## src/rtl/multicycle_adder.sv

```systemverilog
// -----------------------------------------------------------------------------
// multicycle_adder
//
// Sequential add/subtract unit. Two WIDTH-bit operands are combined DIGIT
// bits per clock, with the inter-slice carry held in a register so the
// combinational carry chain is only DIGIT bits long. An operation takes
// N = WIDTH/DIGIT RUN cycles.
//
// Handshake (both sides): a transfer happens on a rising clk edge where
// valid && ready are both high. The producer holds in_valid and the operands
// stable until in_ready is seen; the result (C, carry_out, overflow) stays
// stable while out_valid is high and the consumer has not yet raised
// out_ready.
//
// Optional build macro:
//   MULTICYCLE_ADDER_SATURATE_EN - on signed overflow, C is clamped to the
//   signed max (A non-negative) or the signed min (A negative). Flags are
//   not affected. When undefined, C wraps modulo 2^WIDTH.
//
// Parameters:
//   WIDTH  operand/result width (multiple of DIGIT)
//   DIGIT  bits processed per clock, 1 <= DIGIT <= WIDTH
//
// Ports:
//   clk        clock, rising-edge active
//   rst        asynchronous, active-high reset (aborts any operation)
//   in_valid   operands and mode present
//   in_ready   unit can accept operands (low while rst is high)
//   A, B       operands
//   sub        0 = A+B, 1 = A-B
//   out_valid  result valid
//   out_ready  consumer accepts the result
//   C          result
//   carry_out  carry out of the MSB; for subtract 1 means no borrow
//   overflow   two's-complement signed overflow
// -----------------------------------------------------------------------------
module multicycle_adder #(
  parameter int WIDTH = 32,
  parameter int DIGIT = 8
) (
  input  logic             clk,
  input  logic             rst,
  input  logic             in_valid,
  output logic             in_ready,
  input  logic [WIDTH-1:0] A,
  input  logic [WIDTH-1:0] B,
  input  logic             sub,
  output logic             out_valid,
  input  logic             out_ready,
  output logic [WIDTH-1:0] C,
  output logic             carry_out,
  output logic             overflow
);

  // ---------------------------------------------------------------------------
  // Parameter checks and derived constants
  // ---------------------------------------------------------------------------
  generate
    if (DIGIT < 1 || DIGIT > WIDTH) begin : g_bad_digit
      $error("multicycle_adder: DIGIT must satisfy 1 <= DIGIT <= WIDTH");
    end else if ((WIDTH % DIGIT) != 0) begin : g_bad_width
      $error("multicycle_adder: WIDTH must be a multiple of DIGIT");
    end
  endgenerate

  localparam int N     = WIDTH / DIGIT;
  localparam int CNT_W = (N > 1) ? $clog2(N) : 1;
  localparam logic [CNT_W-1:0] LAST_SLICE = CNT_W'(N - 1);

  // ---------------------------------------------------------------------------
  // State
  // ---------------------------------------------------------------------------
  typedef enum logic [1:0] {
    IDLE = 2'd0,
    RUN  = 2'd1,
    DONE = 2'd2
  } state_t;

  state_t state;
  state_t state_next;

  logic [WIDTH-1:0] a_reg;      // A, shifted right one slice per RUN cycle
  logic [WIDTH-1:0] b_reg;      // Beff (B or ~B), shifted like a_reg
  logic [WIDTH-1:0] c_reg;      // result, slices enter at the top
  logic             carry_reg;  // carry between slices
  logic [CNT_W-1:0] cnt;        // index of the slice being computed
  logic             co_reg;
  logic             ov_reg;

  // ---------------------------------------------------------------------------
  // Control signals
  // ---------------------------------------------------------------------------
  logic accept;
  logic last_slice;

  // ---------------------------------------------------------------------------
  // Slice datapath
  //
  // The operand registers shift right by DIGIT each cycle, so the slice being
  // worked on is always the low DIGIT bits; no wide multiplexer is needed.
  // The finished slice is pushed in at the top of c_reg and everything below
  // moves down, so after N cycles slice 0 has arrived at the bottom.
  // ---------------------------------------------------------------------------
  logic [DIGIT-1:0] a_slice;
  logic [DIGIT-1:0] b_slice;
  logic [DIGIT:0]   slice_sum;
  logic             slice_ovf;
  logic [WIDTH-1:0] c_shifted;
  logic [WIDTH-1:0] c_final;

  assign a_slice   = a_reg[DIGIT-1:0];
  assign b_slice   = b_reg[DIGIT-1:0];
  assign slice_sum = {1'b0, a_slice} + {1'b0, b_slice} + {{DIGIT{1'b0}}, carry_reg};

  // On the last slice the top bits of a_slice/b_slice are A[MSB]/Beff[MSB]
  // and slice_sum[DIGIT-1] is C[MSB]; overflow is decided from them.
  assign slice_ovf = (a_slice[DIGIT-1] == b_slice[DIGIT-1]) &&
                     (slice_sum[DIGIT-1] != a_slice[DIGIT-1]);

  generate
    if (DIGIT == WIDTH) begin : g_single_slice
      assign c_shifted = slice_sum[DIGIT-1:0];
    end else begin : g_multi_slice
      assign c_shifted = {slice_sum[DIGIT-1:0], c_reg[WIDTH-1:DIGIT]};
    end
  endgenerate

`ifdef MULTICYCLE_ADDER_SATURATE_EN
  // Clamp towards the sign of A: {0,1...1} for A >= 0, {1,0...0} for A < 0.
  assign c_final = slice_ovf ? {a_slice[DIGIT-1], {(WIDTH-1){~a_slice[DIGIT-1]}}}
                             : c_shifted;
`else
  assign c_final = c_shifted;
`endif

  // ---------------------------------------------------------------------------
  // FSM: state register
  // ---------------------------------------------------------------------------
  always_ff @(posedge clk or posedge rst) begin
    if (rst) begin
      state <= IDLE;
    end else begin
      state <= state_next;
    end
  end

  // ---------------------------------------------------------------------------
  // FSM: next state and handshake outputs
  //
  // DONE returns to IDLE on the transfer edge, so in_ready can only rise one
  // cycle later; a new operand can never be taken on the transfer edge.
  // ---------------------------------------------------------------------------
  always_comb begin
    state_next = state;
    in_ready   = 1'b0;
    out_valid  = 1'b0;
    accept     = 1'b0;
    last_slice = 1'b0;
    case (state)
      IDLE: begin
        in_ready = !rst;
        accept   = in_valid && !rst;
        if (accept) begin
          state_next = RUN;
        end
      end
      RUN: begin
        last_slice = (cnt == LAST_SLICE);
        if (last_slice) begin
          state_next = DONE;
        end
      end
      DONE: begin
        out_valid = 1'b1;
        if (out_ready) begin
          state_next = IDLE;
        end
      end
      default: begin
        state_next = IDLE;
      end
    endcase
  end

  // ---------------------------------------------------------------------------
  // Datapath registers
  // ---------------------------------------------------------------------------
  always_ff @(posedge clk or posedge rst) begin
    if (rst) begin
      a_reg     <= '0;
      b_reg     <= '0;
      c_reg     <= '0;
      carry_reg <= 1'b0;
      cnt       <= '0;
      co_reg    <= 1'b0;
      ov_reg    <= 1'b0;
    end else if (accept) begin
      // Subtraction is A + ~B + 1: the +1 enters as the initial carry.
      a_reg     <= A;
      b_reg     <= sub ? ~B : B;
      carry_reg <= sub;
      cnt       <= '0;
    end else if (state == RUN) begin
      a_reg     <= a_reg >> DIGIT;
      b_reg     <= b_reg >> DIGIT;
      carry_reg <= slice_sum[DIGIT];
      cnt       <= cnt + CNT_W'(1);
      if (last_slice) begin
        c_reg  <= c_final;
        co_reg <= slice_sum[DIGIT];
        ov_reg <= slice_ovf;
      end else begin
        c_reg  <= c_shifted;
      end
    end
  end

  assign C         = c_reg;
  assign carry_out = co_reg;
  assign overflow  = ov_reg;

endmodule

```

## config.mk

```make
export PLATFORM = sky130hd
export DESIGN_NAME = multicycle_adder
export DESIGN_NICKNAME = d
export VERILOG_FILES = /design/src/rtl/multicycle_adder.sv
export SDC_FILE = /design/constraint.sdc
export NUM_CORES = 1
export LEC_CHECK = 0
export ABC_AREA = 1
export ABC_CLOCK_PERIOD_IN_PS = 8150
export CAP_MARGIN = 5
export CORE_AREA = 5 5 95 97
export CTS_BUF_LIST = sky130_fd_sc_hd__clkbuf_2 sky130_fd_sc_hd__clkbuf_4 sky130_fd_sc_hd__clkbuf_8
export DETAILED_ROUTE_END_ITERATION = 8
export DIE_AREA = 0 0 100 102
export DONT_BUFFER_PORTS = 1
export PLACE_DENSITY = 0.76
export SYNTH_ARGS = -nofsm -noshare
export SYNTH_HDL_FRONTEND = slang
export SYNTH_SLANG_ARGS = --single-unit
export TNS_END_PERCENT = 5
```

## constraint.sdc

```tcl
create_clock -name clk -period 8.15 [get_ports clk]
set_clock_uncertainty 0.2 [all_clocks]
set_input_delay 2.0375 -clock clk [delete_from_list [all_inputs] [get_ports clk]]
set_output_delay 2.0375 -clock clk [all_outputs]
set_load 0.005 [all_outputs]
```

==> results.toml <==
[clock_tree]
post_cts_resize_count = 0
cts.sinks = 103
clk_pin_slew_ns = 0.10
clock_path_buffers = 2
hold_buffers = 0
htreeDepth = 3
cts_tree = "done"
postCtsSetupRepairBufs = 0
root_buffer = "clkbuf_8"
clk_latency_ns = 0.37
numCtsBuffers = 9

[yosys]
async_flop_share_pct = 100
yosys.area_share.simple_pct = 17.4
synthAdderAreaFrac_pct = 2.91
synth_largest_area_cell = "dfrtp_1"
synth.area.top_cells = "dfrtp_1 (53%), nand2_1 (14%), o221ai_1 (6.0%)"
yosys_register_bits = 103
syn_area_um2 = 4820
synth_common_cells = "nand2_1 (181), dfrtp_1 (103), inv_1 (68)"
yosysMostFrequentCell = "nand2_1"
syn-num-nets = 615
synth_compound_area_share_pct = 13.2
syn_inst = 536
synth-main-ff-cell = "dfrtp_1"
syn_area_per_cell_um2 = 8.99
synth_mux_area_share_pct = 0
synth.yosys.warnings = 0
synth_xor_area_share_pct = 4.54
synth_top_area_share_pct = 53.5
ys_types = 29
synth_top_family_by_area = "simple AND/OR/NAND/NOR gates"
synth_edf_count = 0
ys_seq_area_share_pct = 53.5

[floorplan]
coreArea_um2 = 8050
rows = 33
die_h_um = 102
dieArea_um2 = 10200
io-pin-count = 105
die_x_um = 100
initial_core_util_pct = 59.9

[timing]
period_needed_ns = 4.39
worst_slew_pin_slew_ns = 0.763
timing.fmax_ghz = 0.228
setup_tns_ns = 0
hold_slack_ns = 0.297
post-route-period-util_pct = 53.9
drv_slew = 0
relSlewSlack_pct = 49.2
finalHoldViolCount = 0
finalSetupViolCount = 0
rsz0062_at_grt = "false"

[placement]
placed_area_um2 = 4830
dp_hpwl_um = 7060
dp_cells = 614
place.port_buffers = 0
place.gp.congestion = 0.823

[critical_path]
startpoint = "rst"
reg2reg_slack_ns = 5.69
cp_slowest_stage_delay_ns = 0.12
setup.worst_path.end_class = "output pin"
critPathArrivalTime_ns = 2.16
worst-path-stages = 1
rr_endpoint = "overflow"
path_cells = "nor2_1"
r2r_start = "state[1]"
critPathKind = "primary input to output pin"
critPathTopFamily = "simple AND/OR/NAND/NOR gates"
crit_path_end = "in_ready"
startpoint_type = "primary input"
r2r_cells = 7
path_max_fanout = 2
critPathRequiredTime_ns = 5.91
cp_num_buf_inv = 0
cp_slowest_cell = "nor2_1"

[grt]
grt_overflow_total = 0
grt_use_total_pct = 20.6
grt_pass1_vias = 3451
antenna_found_initial = 0
grt_pass1_wl_um = 16700
use_met1_pct = 27.6
met2_usage_pct = 32.5
top_usage_layer = "met2"
grt_max_degree = 63
use_met3_pct = 6.42

[pwr]
vdd_drop_max_mv = 0.191
p_seq_share_pct = 45.3
p_switching_w = 0.000816
pwr-share-clk_pct = 15.5
internal-power_w = 0.00111
switching_share_pct = 42.5
leakage_nw = 2.48
power_frac_comb_pct = 39.2
powerDensity_nw_per_um2 = 384

[flow_run]
cap_viol_max_count = 0

[detailed_routing]
drtPass1Iterations = 5
routed_wl_um = 10200
antenna_left = 0
drc = 0
post_drt_wl_per_cell_um = 16.2
vias = 3509
drt-initial-drc-count = 228
via_per_inst = 5.57

[layout]
final_area_um2 = 5010
final_nets = 599
final_cells = 630
area_growth_pct = 3.84
drive_gt1_share_pct = 4.95
n_antenna_cell = 0

[status]
status = "completed"

[worst_hold_path]
hold_class = "flip-flop to flip-flop"
[cell families (layout without fill, tap and decap cells)]
logic type,count (synthesis),count (layout)
buffers and inverters,100,89
adder cells (fa/ha/maj),10,10
AO/OA/AOI/OAI,87,87
AND/OR/NAND/NOR,211,211
flip-flops,103,103
XOR/XNOR,25,25
[cells in the final DEF, fill, tap and decap left out, types with 3 or more instances in the layout]
cell type | Yosys | routed
o21ai_0 | 19 | 19
inv_1 | 68 | 67
clkbuf_8 | 0 | 9
o211ai_1 | 7 | 7
a21oi_1 | 6 | 6
o221ai_1 | 33 | 33
o32ai_1 | 8 | 8
dfrtp_1 | 103 | 103
inv_2 | 3 | 3
nand3_1 | 11 | 11
xnor2_1 | 17 | 17
o21ai_1 | 3 | 3
nor2_1 | 14 | 14
xor2_1 | 8 | 8
ha_1 | 8 | 8
nand2_1 | 181 | 181
clkinv_4 | 0 | 3
a22oi_1 | 8 | 8
[power groups by stage]
stage / Clock (W) / Sequential, W / Combinational, W
floorplan: 0 / 0.000836 / 0.000639
global placement: 0 / 0.000876 / 0.000719
detailed placement: 0 / 0.000883 / 0.000753
CTS: 0.000302 / 0.000874 / 0.000757
global route: 0.000326 / 0.000896 / 0.000863
finish: 0.000297 / 0.000871 / 0.000753
[worst min-delay path by stage]
stage,from,cells past startpoint,to,slack (ns)
after global routing,cnt[0],1,cnt[0],0.31
after floorplan,cnt[0],1,cnt[0],0.25
final,cnt[0],1,cnt[0],0.30
after CTS,cnt[0],1,cnt[0],0.30
after detailed placement,cnt[0],1,cnt[0],0.28
after global placement,cnt[0],1,cnt[0],0.27
[final cells by class]
cell class              instances  area (µm²)
clock buffers                   9         124
multi-input cells             333        1830
inverters                      71         269
fillers                       694        3050
flip-flops and latches        103        2580
repair buffers                  2        15.0
well taps                     105         131
clock inverters                 7        56.3
[routing by layer]
metal  vias up  part of all wire, %
li1       1700                    -
met1      1691                   44
met2       105                   47
met3        13                  6.7
met4         0                  1.6
met5         -                    0
[per-stage QoR]
step | worst slack [ns] | util [%] | power, W
2_1_floorplan | 2.74 | - | 0.00147
3_3_place_gp | 3.75 | 59.9 | 0.00160
3_5_place_dp | 3.75 | 59.9 | 0.00164
4_1_cts | 3.75 | 62.2 | 0.00193
5_1_grt | 3.75 | 62.2 | 0.00209
6_report | 3.76 | 62.2 | 0.00192
(Power assumes the default switching activity.)
